==> src/rtl/isq_pkg.sv <==
// Shared sizing, issue-register state type and bit-vector helpers for the
// issue-queue slot controller.
package isq_pkg;

    localparam int DEPTH = 8;
    localparam int LOG   = $clog2(DEPTH);

    typedef enum logic {
        ISSUE_EMPTY,
        ISSUE_HELD
    } issue_state_t;

    function automatic logic [DEPTH-1:0] ffs_lowest_zero(input logic [DEPTH-1:0] vec);
        logic [DEPTH-1:0] result;
        result = '0;
        for (int i = DEPTH - 1; i >= 0; i--) begin
            if (!vec[i]) begin
                result    = '0;
                result[i] = 1'b1;
            end
        end
        return result;
    endfunction

    // OR-encoder: exact for one-hot input, zero for an all-zero input.
    function automatic logic [LOG-1:0] oh2idx(input logic [DEPTH-1:0] oh);
        logic [LOG-1:0] idx;
        idx = '0;
        for (int i = 0; i < DEPTH; i++) begin
            if (oh[i]) begin
                idx = idx | LOG'(i);
            end
        end
        return idx;
    endfunction

endpackage

==> src/rtl/isq_free_slot_pick.sv <==
// Combinational lowest-free-slot finder over the issue-queue valid bitmap.
module isq_free_slot_pick
    import isq_pkg::*;
(
    input  logic [DEPTH-1:0] valid,
    output logic [DEPTH-1:0] free_oh,
    output logic [LOG-1:0]   enq_ptr,
    output logic             any_free
);

    assign free_oh  = ffs_lowest_zero(valid);
    assign enq_ptr  = oh2idx(free_oh);
    assign any_free = ~&valid;

endmodule

==> src/rtl/isq_slot_ctrl.sv <==
// Issue-queue slot controller: valid bitmap, occupancy count, slot allocation
// and a one-deep issue register with valid/ready handshake.
module isq_slot_ctrl
    import isq_pkg::*;
(
    input  logic             clock,
    input  logic             reset,
    input  logic             flush,
    input  logic             enq_valid,
    output logic             enq_ready,
    output logic [DEPTH-1:0] iq_entries_wren_oh,
    output logic [LOG-1:0]   enq_ptr,
    output logic [DEPTH-1:0] iq_entries_valid,
    input  logic [DEPTH-1:0] iq_entries_ready_to_go,
    input  logic             oldest_found,
    input  logic [DEPTH-1:0] oldest_idx_oh,
    output logic [DEPTH-1:0] iq_entries_clear_entry,
    output logic [LOG-1:0]   deq_ptr,
    output logic             deq_fire,
    output logic             issue_valid,
    output logic [LOG-1:0]   issue_idx,
    input  logic             issue_ready,
    output logic [LOG:0]     iq_count,
    output logic             iq_full,
    output logic             iq_empty
);

    logic [DEPTH-1:0] free_oh;
    logic [DEPTH-1:0] cand;
    logic [LOG-1:0]   pick_ptr;
    logic             any_free;
    logic             enq_fire;
    issue_state_t     issue_state;

    isq_free_slot_pick u_free_slot_pick (
        .valid    (iq_entries_valid),
        .free_oh  (free_oh),
        .enq_ptr  (pick_ptr),
        .any_free (any_free)
    );

    assign iq_full  = (iq_count == (LOG+1)'(DEPTH));
    assign iq_empty = (iq_count == '0);

    // Enqueue sees only registered occupancy, so a same-cycle dequeue never frees a slot.
    assign enq_ready          = !reset && !flush && !iq_full && any_free;
    assign enq_fire           = enq_valid && enq_ready;
    assign iq_entries_wren_oh = enq_fire ? free_oh : '0;
    assign enq_ptr            = reset ? '0 : pick_ptr;

    // The age pick is not ready-qualified, so mask it with ready and valid here.
    assign cand                   = oldest_idx_oh & iq_entries_ready_to_go & iq_entries_valid;
    assign deq_fire               = !reset && !flush && oldest_found && (|cand)
                                    && (!issue_valid || issue_ready);
    assign iq_entries_clear_entry = deq_fire ? cand : '0;
    assign deq_ptr                = deq_fire ? oh2idx(cand) : '0;

    assign issue_valid = (issue_state == ISSUE_HELD);

    always_ff @(posedge clock) begin
        if (reset) begin
            iq_entries_valid <= '0;
            iq_count         <= '0;
            issue_state      <= ISSUE_EMPTY;
            issue_idx        <= '0;
        end else if (flush) begin
            iq_entries_valid <= '0;
            iq_count         <= '0;
            issue_state      <= ISSUE_EMPTY;
        end else begin
            iq_entries_valid <= (iq_entries_valid | iq_entries_wren_oh) & ~iq_entries_clear_entry;
            iq_count         <= iq_count + (LOG+1)'(enq_fire) - (LOG+1)'(deq_fire);
            case (issue_state)
                ISSUE_EMPTY: begin
                    if (deq_fire) begin
                        issue_state <= ISSUE_HELD;
                        issue_idx   <= deq_ptr;
                    end
                end
                ISSUE_HELD: begin
                    if (deq_fire) begin
                        issue_idx <= deq_ptr;
                    end else if (issue_ready) begin
                        issue_state <= ISSUE_EMPTY;
                    end
                end
                default: issue_state <= ISSUE_EMPTY;
            endcase
        end
    end

    a_cand_onehot: assert property (@(posedge clock) disable iff (reset) $onehot0(cand));
    a_count_pop:   assert property (@(posedge clock) disable iff (reset)
                       iq_count == (LOG+1)'($countones(iq_entries_valid)));
    a_no_enq_full: assert property (@(posedge clock) disable iff (reset) !(enq_fire && iq_full));
    a_disjoint:    assert property (@(posedge clock) disable iff (reset)
                       (iq_entries_wren_oh & iq_entries_clear_entry) == '0);

endmodule

==> config.mk <==
export PLATFORM = sky130hd
export DESIGN_NAME = isq_slot_ctrl
export DESIGN_NICKNAME = d
export VERILOG_FILES = /design/src/rtl/isq_pkg.sv /design/src/rtl/isq_free_slot_pick.sv /design/src/rtl/isq_slot_ctrl.sv
export SDC_FILE = /design/constraint.sdc
export NUM_CORES = 1
export LEC_CHECK = 0
export CORE_ASPECT_RATIO = 1.2
export CORE_UTILIZATION = 36
export DETAILED_ROUTE_END_ITERATION = 10
export PLACE_DENSITY = 0.76
export SYNTH_ARGS = -nofsm -noshare
export SYNTH_HDL_FRONTEND = slang
export SYNTH_HIERARCHICAL = 1
export SYNTH_SLANG_ARGS = --single-unit
==> constraint.sdc <==
create_clock -name clock -period 2.9 [get_ports clock]
set_input_delay 0.29 -clock clock [delete_from_list [all_inputs] [get_ports clock]]
set_output_delay 0.29 -clock clock [all_outputs]
set_load 0.1 [all_outputs]
==> flow_metrics.tcl, run 1 <==
set metrics [dict create \
    status "finished, final reports clean" \
    hold_slack_ns 0.5060 \
    n_antenna_cell 0 \
    mostFrequentLayoutCells "26 x buf_4, 21 x clkdlybuf4s50_1, 18 x buf_12, 17 x nor2_1, 11 x inv_1" \
    multi_input_area_um2 631.9 \
    die_area_mm2 0.003036 \
    min_from "issue_idx[1]" \
    r2r_setup_slack_ns 0.48 \
    cts_resized 0 \
    finalHoldViolations 0 \
    drv_cap 0 \
    r2r-start "iq_entries_valid[2]" \
    vias 1231 \
    min_to "issue_idx[1]" \
    grt_max_degree 17 \
    rsz0062_at_grt "no" \
    ys_types 35 \
    vdd_drop_max_mv 0.2192 \
    crit_path_end_kind "flop" \
    slew_violations 0 \
    n_fill_cell 214 \
    ys_seq_elements 16 \
    path_max_fanout 8 \
    cts-root-buf "clkbuf_4" \
    avgSynthCellArea_um2 7.866 \
    antenna_found_initial 0 \
    period_share_pct 83.28 \
    ys_seq_area_share_pct 31.57 \
    first_iter_violations 38 \
    antenna_left 0 \
    hold_buffers 0 \
    drtPass1Iterations 4 \
    die_w_um 50.47 \
    grtUsageTotal_pct 24.72 \
    dieHeight_um 60.16 \
    clock_path_buffers 2 \
    rr_endpoint "iq_count[2]" \
    powerDensity_mw_per_mm2 238.8 \
    cts_tree "yes" \
    synth_area_leaders "dfxtp_1 32%, ha_1 7.4%, nor2_1 6.3%" \
    cp.required_ns 3.08 \
    io_buffers 63 \
    arrival_ns 2.60 \
    wl_per_cell_um 14.80 \
    htreeDepth 1 \
    gp_congestion 0.7732 \
    vias_per_cell 5.399 \
    critPathKind "flop to flop" \
    pre_cts_ws_ns 0.1733 \
    dp_hpwl_um 2690 \
    core.rowCount 20 \
    drc 0 \
    yosysTopAreaCell "dfxtp_1" \
    area_growth_pct 84.71 \
    path_clk_slew_ns 0.10 \
    setup_viol 0 \
    holdPathStages 1 \
    cts_sinks 16 \
    yosysWarnings 6 \
    grt_pass1_wl_um 5485 \
    num_io_pins 64 \
    fin_ws_ns 0.4850 \
    maxSlewHeadroom_pct 69.73 \
    cts_setup_buffers 0 \
    nNetsFinal 225 \
    synth_nets 158 \
    mostFrequentLayoutCell "buf_4" \
    worstSkewPairLatency_ns 0.29 \
    routed_wl_um 3375 \
    power.leakage_nw 0.7711 \
    grt-ovfl-total 0 \
    reg2reg_depth 11 \
    hp-class "flop to flop" \
    coreArea_mm2 0.002603 \
    cts_inserted_buffers 3 \
    syn-instance-count 129 \
    regArea_um2 350.3 \
    setup_total_negative_slack_ns 0 \
    synth.top_cell.area_share_pct 31.57 \
    skew_ns 0.0004649 \
    tightest_slew_ns 0.4527 \
    syn_area_mm2 0.001015 \
    drive_gt1_share_pct 35.90 \
    grt_pass1_vias 1220 \
    fmax_mhz 414.1 \
    period_needed_ns 2.415 \
    startpoint_type "flop" \
    start_util_pct 38.99 \
]
-- registers in the layout, summed over array words and instances (netlist names) --
signal	count
iq_count	4
iq_entries_valid	8
issue_idx	3
issue_valid	1
-- cells by family (layout without fill, tap and decap cells) --
group	count (synthesis)	after routing	share of synthesized area, %
xor+xnor	2	2	1.727
flops	16	16	31.57
buf+inv	15	81	7.028
fa+ha+maj	7	7	9.371
simple gates	69	69	37.49
compound gates	20	20	12.82
-- per-stage QoR --
| step | power [mW] | utilization [%] | instance area (um2) | instances |
|---|---|---|---|---|
| 2_1_floorplan | 0.2591 | - | 1057 | 129 |
| 3_3_place_gp | 0.2989 | 70.63 | 1838 | 224 |
| 3_5_place_dp | 0.3003 | 70.63 | 1838 | 224 |
| 4_1_cts | 0.4525 | 72.02 | 1874 | 228 |
| 5_1_grt | 0.4611 | 72.02 | 1874 | 228 |
| 6_report | 0.4476 | 72.02 | 1874 | 228 |
-- worst max path at each step --
stage / from / to
2_1_floorplan: iq_entries_valid[2] / iq_count[2]
3_3_place_gp: oldest_idx_oh[5] / iq_count[2]
3_5_place_dp: oldest_idx_oh[5] / iq_count[2]
4_1_cts: iq_count[2] / iq_count[2]
5_1_grt: oldest_idx_oh[5] / iq_count[2]
6_report: iq_entries_valid[2] / iq_count[2]
-- layer usage --
metal / vias to the layer above / GRT usage, % / part of all wire [%]
li1: 586 / - / -
met3: 6 / 5.089 / 6.5
met1: 587 / 26.34 / 38
met4: 0 / 13.10 / 2.4
met5: - / 0 / 0
met2: 52 / 45.52 / 53
-- area by class of cell --
type / count / area share (%)
Clock buffer: 4 / 1.936
Multi-Input combinational cell: 98 / 33.71
Tap cell: 33 / 2.203
Sequential cell: 16 / 18.69
Timing Repair Buffer: 65 / 40.85
Inverter: 12 / 2.603
-- report_power, final --
group / switching (mW) / internal, mW
Clock: 0.0760 / 0.0765
Combinational: 0.0419 / 0.0371
Sequential: 0.00130 / 0.215
Total: 0.119 / 0.328
-- critical path, cell delays in order, from the launching register on --
cell     delay (ns)
dfxtp_2        0.42
nand4_2        0.20
or3_1          0.43
and4_4         0.16
inv_1          0.05
ha_1           0.21
inv_1          0.06
ha_1           0.15
inv_1          0.06
fa_1           0.37
xor2_1         0.15
nor2_1         0.05
-- synthesized netlist by cell type (all sizes together) --
| cell type | count |
|---|---|
| a21o | 1 |
| a21oi | 10 |
| a31o | 3 |
| a31oi | 1 |
| a41o | 1 |
| a41oi | 1 |
| and2 | 10 |
| and3 | 2 |
| and4 | 3 |
| buf | 2 |
| clkbuf | 1 |
| dfxtp | 16 |
| fa | 1 |
| ha | 6 |
| inv | 12 |
| nand2 | 3 |
| nand2b | 2 |
| nand3 | 10 |
| nand4 | 3 |
| nor2 | 17 |
| nor2b | 3 |
| nor3 | 9 |
| nor3b | 3 |
| nor4 | 1 |
| o211ai | 1 |
| o21ai | 2 |
| or2 | 1 |
| or3 | 1 |
| or3b | 1 |
| xnor2 | 1 |
| xor2 | 1 |
(Power assumes the default switching activity.)
==> inputs of run 2 (changes only) <==
Clock period 2.9 ns to 2.36 ns, I/O delays scaled along.
==> flow_metrics.tcl, run 2 (synthesized netlist as in run 1, its figures left out) <==
set metrics [dict create \
    first_iter_violations 35 \
    r2r-start "iq_count[2]" \
    area_growth_pct 113.4 \
    cts-root-buf "clkbuf_4" \
    reg.largest.list "iq_entries_valid: 8 flops, iq_count: 4 flops, issue_idx: 3 flops" \
    nNetsFinal 236 \
    fmax_mhz 444.0 \
    grt_pass1_wl_um 6106 \
    wl_met1_um 1346 \
    cp.required_ns 2.54 \
    final_util_pct 83.22 \
    start_util_pct 38.99 \
    cts_sinks 16 \
    cp-startpoint "iq_count[2]" \
    r2r_setup_slack_ns 0.11 \
    slew_violations 0 \
    period_needed_ns 2.252 \
    rsz0062_at_grt "no" \
    mostFrequentLayoutCell "buf_4" \
    n_antenna_cell 0 \
    drv_cap 0 \
    finalHoldViolations 0 \
    routed_wl_um 3783 \
    crit_path_end_kind "flop" \
    dp_hpwl_um 3129 \
    arrival_ns 2.44 \
    die_w_um 50.47 \
    die_area_mm2 0.003036 \
    vias_per_cell 5.360 \
    drc 0 \
    regMostFlops "iq_entries_valid" \
    postPlaceCellArea_mm2 0.002125 \
    maxSlewHeadroom_pct 75.05 \
    worstSkewPairLatency_ns 0.29 \
    reg2reg_depth 11 \
    dpl.cell_count 235 \
    n_fill_cell 169 \
    largest_register_ffs 8 \
    grt-ovfl-total 0 \
    vdd_drop_max_mv 0.2471 \
    drtPass1Iterations 4 \
    postLayoutCellArea_mm2 0.002166 \
    grt_max_degree 17 \
    skew_ns 0.0008793 \
    power.total_uw 560.7 \
    cts_inserted_buffers 3 \
    wl_per_cell_um 15.83 \
    power.leakage_nw 0.8573 \
    hp-class "flop to flop" \
    coreArea_mm2 0.002603 \
    antenna_left 0 \
    critPathKind "flop to flop" \
    layoutNonFillerInstCount 239 \
    clock_path_buffers 2 \
    io_buffers 63 \
    path_clk_slew_ns 0.10 \
    met3_length_um 256 \
    critPathCapture "iq_count[1]" \
    powerDensity_mw_per_mm2 258.9 \
    grtUsageTotal_pct 26.96 \
    num_io_pins 64 \
    hold_buffers 0 \
    vias 1281 \
    antenna_found_initial 0 \
    drive_gt1_share_pct 56.31 \
    top_layer_used "met4" \
    setup_viol 0 \
    htreeDepth 1 \
    startpoint_type "flop" \
    grt_pass1_vias 1319 \
    period_share_pct 95.44 \
    cts_setup_buffers 0 \
    tightest_slew_ns 0.3715 \
    dr_wl_met2_um 2112 \
    core.rowCount 20 \
    rr_endpoint "iq_count[1]" \
    status "finished, final reports clean" \
    mostFrequentLayoutCells "32 x buf_4, 23 x buf_12, 21 x clkdlybuf4s50_1, 13 x nor2_1, 11 x dfxtp_4" \
    gp_congestion 0.8120 \
    cts_tree "yes" \
    cts_resized 0 \
    path_max_fanout 3 \
    dieHeight_um 60.16 \
]
[run 2: changes by cell type in the layout (fill, tap and decap cells not counted), moves of 5 or more]
cell     before  now
and2_1       10    2
buf_12       18   23
nand3_2       0    8
and2_2        0    8
buf_4        26   32
dfxtp_4       6   11
nand3_1      10    2
[run 2: layout make-up]
| type | instances | area [um2] | share of cell area (%) |
|---|---|---|---|
| well taps | 33 | 41.29 | 1.906 |
| clock buffers | 4 | 36.28 | 1.675 |
| flip-flops and latches | 16 | 364.1 | 16.81 |
| repair buffers | 76 | 910.9 | 42.06 |
| multi-input cells | 98 | 762.0 | 35.18 |
| inverters | 12 | 51.30 | 2.369 |
[run 2: power breakdown]
| group | switching [mW] | internal [mW] |
|---|---|---|
| clock network | 0.0962 | 0.0941 |
| registers | 0.00223 | 0.259 |
| logic | 0.0572 | 0.0522 |
| total | 0.156 | 0.405 |
[run 2: how the worst min path moves through the flow]
stage	to	depth (start not counted)	from
after floorplan	issue_valid	2	oldest_found
after global routing	issue_idx[0]	1	issue_idx[0]
after detailed placement	issue_idx[2]	1	issue_idx[2]
after global placement	issue_idx[0]	1	issue_idx[0]
final	issue_idx[2]	1	issue_idx[2]
after CTS	issue_idx[2]	1	issue_idx[2]
[run 2: worst max-delay path: stages (launching register included)]
cell	delay [ns]
dfxtp_4	0.37
inv_4	0.07
ha_4	0.12
or3b_4	0.37
and4_4	0.20
inv_2	0.06
ha_4	0.20
inv_2	0.06
ha_4	0.12
inv_2	0.03
fa_2	0.50
nor2_1	0.04
[run 2: through the flow]
step                      hold slack [ns]  worst slack, ns  setup TNS [ns]
after floorplan                    0.3868          -0.3254          -2.090
after global placement             0.4736        -0.003410       -0.003410
after detailed placement           0.4821         -0.07210         -0.1879
after CTS                          0.5069          0.02898               0
after global routing               0.5368         0.007899               0
final                              0.5031           0.1076               0
[run 2: layer usage]
layer | GRT usage [%] | vias up
li1 | - | 609
met1 | 27.87 | 600
met2 | 54.10 | 64
met3 | 2.799 | 8
met4 | 11.51 | 0
met5 | 0 | -
==> inputs of run 3 (changes only) <==
Settings changed: CORE_UTILIZATION 36 to 60, DONT_BUFFER_PORTS from default to 1, PLACE_DENSITY 0.76 to 0.73.
==> flow_metrics.tcl, run 3 <==
set metrics [dict create \
    status "stopped before the end" \
    lastStage "3_5_place_dp" \
    error_line "[ERROR DPL-0038] Utilization greater than 100%, impossible to legalize" \
    synth-edff-count 0 \
    synth_most_common_cell "nor2_1" \
    core.rowCount 15 \
    synth-main-ff-cell "dfxtp_1" \
    ys_types 35 \
    yosysTopAreaCell "dfxtp_1" \
    synth.top_cell.area_share_pct 31.57 \
    synth_nets 158 \
    die_w_um 39.54 \
    ys_top_cells_by_count "17 x nor2_1, 16 x dfxtp_1, 12 x inv_1" \
    start_util_pct 67.58 \
    ys_seq_area_share_pct 31.57 \
    synth_area_leaders "dfxtp_1 32%, ha_1 7.4%, nor2_1 6.3%" \
    gp_congestion 0.8124 \
    dieHeight_um 47.05 \
    async_reset_ff_share_pct 0 \
    syn_area_mm2 0.001015 \
    yosysWarnings 6 \
    ys_seq_elements 16 \
    io_buffers 0 \
    num_io_pins 64 \
    syn-instance-count 129 \
    avgSynthCellArea_um2 7.866 \
]
-- run 3: cell counts after synthesis --
No cell type changed its count.
-- run 3: per-stage QoR --
step           setup TNS (ns)  hold slack [ns]
2_1_floorplan          -2.090           0.3868
3_3_place_gp                0           0.4007
-- run 3: kinds of logic after synthesis --
kind of cell | after synthesis | synth area share, %
AND/OR/NAND/NOR | 69 | 37.49
AO/OA/AOI/OAI | 20 | 12.82
flip-flops | 16 | 31.57
buffers and inverters | 15 | 7.028
adder cells (fa/ha/maj) | 7 | 9.371
XOR/XNOR | 2 | 1.727
==> inputs of run 4 (changes only) <==
Settings changed: CORE_AREA from default to 2 2 63 65, CORE_ASPECT_RATIO 1.2 to default, CORE_UTILIZATION 60 to default, DIE_AREA from default to 0 0 65 67, PLACE_DENSITY 0.73 to default, PLACE_DENSITY_LB_ADDON from default to 0.15.
==> flow_metrics.tcl, run 4 (synthesized netlist as in run 1, its figures left out) <==
set metrics [dict create \
    vdd_drop_max_mv 0.1673 \
    fmax_mhz 439.1 \
    tightest_slew_ns 0.3570 \
    regMostFlops "iq_entries_valid" \
    startpoint_type "flop" \
    vias 1084 \
    vias_per_cell 4.861 \
    cts_inserted_buffers 3 \
    min_from "oldest_found" \
    grt_use_met1_pct 19.82 \
    skew_ns 0.006091 \
    n_fill_cell 359 \
    powerDensity_mw_per_mm2 311.0 \
    r2r-start "iq_count[2]" \
    die_area_mm2 0.004355 \
    first_iter_violations 30 \
    hp-class "input port to flop" \
    area_growth_pct 72.13 \
    arrival_ns 2.40 \
    maxSlewHeadroom_pct 76.20 \
    power.leakage_nw 0.6953 \
    cp.required_ns 2.48 \
    num_io_pins 64 \
    mostFrequentLayoutCells "37 x buf_4, 11 x dfxtp_4, 10 x nor2_2, 9 x nor3_1" \
    nNetsFinal 205 \
    drv_cap 0 \
    grt_pass1_wl_um 5209 \
    htreeDepth 1 \
    core.rowCount 22 \
    reg2reg_depth 11 \
    status "finished, final reports clean" \
    slowest_stage "fa_2" \
    reg.largest.list "iq_entries_valid: 8 flops, iq_count: 4 flops, issue_idx: 3 flops" \
    drive_gt1_share_pct 63.43 \
    antenna_found_initial 0 \
    antenna_left 0 \
    n_antenna_cell 0 \
    rsz0062_at_grt "no" \
    cts_sinks 16 \
    multi_input_area_um2 790.8 \
    start_util_pct 28.14 \
    drtPass1Iterations 4 \
    path_max_fanout 3 \
    cts_tree "yes" \
    dp_hpwl_um 2745 \
    dieHeight_um 67 \
    finalHoldViolations 0 \
    largest_register_ffs 8 \
    coreArea_mm2 0.003606 \
    grtUsageTotal_pct 15.71 \
    grt_pass1_vias 1103 \
    path_cells "inv_2 > ha_4 > or3b_4 > and4_4 > inv_2 > ha_4 > inv_2 > ha_4 > inv_2 > fa_2 > nor2_1" \
    clock_path_buffers 2 \
    worstSkewPairLatency_ns 0.25 \
    grt-busiest-layer "met2" \
    holdPathStages 2 \
    path_clk_slew_ns 0.06 \
    drc 0 \
    slew_violations 0 \
    cp_slowest_stage_delay_ns 0.51 \
    regArea_um2 364.1 \
    mostFrequentLayoutCell "buf_4" \
    io_buffers 0 \
    cp_common_cell "inv_2" \
    power.total_uw 543.2 \
    crit_path_end_kind "flop" \
    critPathKind "flop to flop" \
    postLayoutCellArea_mm2 0.001747 \
    gp_congestion 0.7768 \
    grt-ovfl-total 0 \
    grt_max_degree 17 \
    routed_wl_um 3257 \
    r2r_setup_slack_ns 0.08 \
    period_needed_ns 2.277 \
    die_w_um 65 \
    hold_buffers 0 \
    cts-root-buf "clkbuf_8" \
    rr_endpoint "iq_count[1]" \
    grtUsageMet3_pct 4.730 \
    postPlaceCellArea_mm2 0.001692 \
    setup_viol 0 \
    setup_total_negative_slack_ns 0 \
    wl_per_cell_um 14.61 \
    period_share_pct 96.50 \
    use_met2_pct 25.64 \
    min_to "issue_valid" \
]
[run 4: cell type report]
type,instances,area share [%]
inverters,12,2.794
repair buffers,45,25.07
multi-input cells,98,45.27
flip-flops and latches,16,20.85
clock buffers,4,2.579
well taps,48,3.438
[run 4: through the flow]
step           worst slack, ns  util [%]  instances  hold WS, ns
6_report               0.08260     48.44        223       0.1540
5_1_grt               0.008437     48.44        223       0.1756
4_1_cts                0.01654     48.16        223       0.1468
3_5_place_dp           0.03237     46.91        219       0.3996
3_3_place_gp           0.09952     46.91        219       0.4132
2_1_floorplan          -0.3254         -        129       0.3868
[run 4: worst max-delay path: cells and delay by family (launching register included)]
| kind | cells | cell delay (ns) |
|---|---|---|
| buf+inv | 4 | 0.25 |
| simple gates | 3 | 0.62 |
| flops | 1 | 0.34 |
| fa+ha+maj | 4 | 0.95 |
[run 4: repair_timing]
| item | CTS | global route |
|---|---|---|
| endpoints found under the setup margin | 0 | 3 |
| gates resized for setup | 0 | 3 |
| hold endpoints to repair | 0 | 0 |
| setup buffers | 0 | 0 |
[run 4: worst max-delay path by stage]
| stage | start | slack [ns] | cells past startpoint | end |
|---|---|---|---|---|
| CTS | iq_count[2] | 0.02 | 11 | iq_count[1] |
| global placement | iq_count[2] | 0.1 | 11 | iq_count[1] |
| floorplan | iq_entries_valid[2] | -0.33 | 10 | iq_count[1] |
| finish | iq_count[2] | 0.08 | 11 | iq_count[1] |
| detailed placement | iq_count[2] | 0.03 | 11 | iq_count[1] |
| global route | iq_count[2] | 0.008 | 12 | iq_count[2] |
[run 4: layer usage]
layer / wire [um] / vias up / part of all wire, %
met4: 19 / 0 / 0.58
met1: 1412 / 505 / 43
li1: - / 541 / -
met2: 1533 / 36 / 47
met5: 0 / - / 0
met3: 292 / 2 / 9.0
[run 4: power by group]
part	internal (mW)	leakage [nW]	switching (mW)	total (mW)
Sequential	0.259	0.139	0.00138	0.260
Combinational	0.0187	0.534	0.0477	0.0664
Clock	0.120	0.0228	0.0971	0.217
Total	0.397	0.695	0.146	0.543
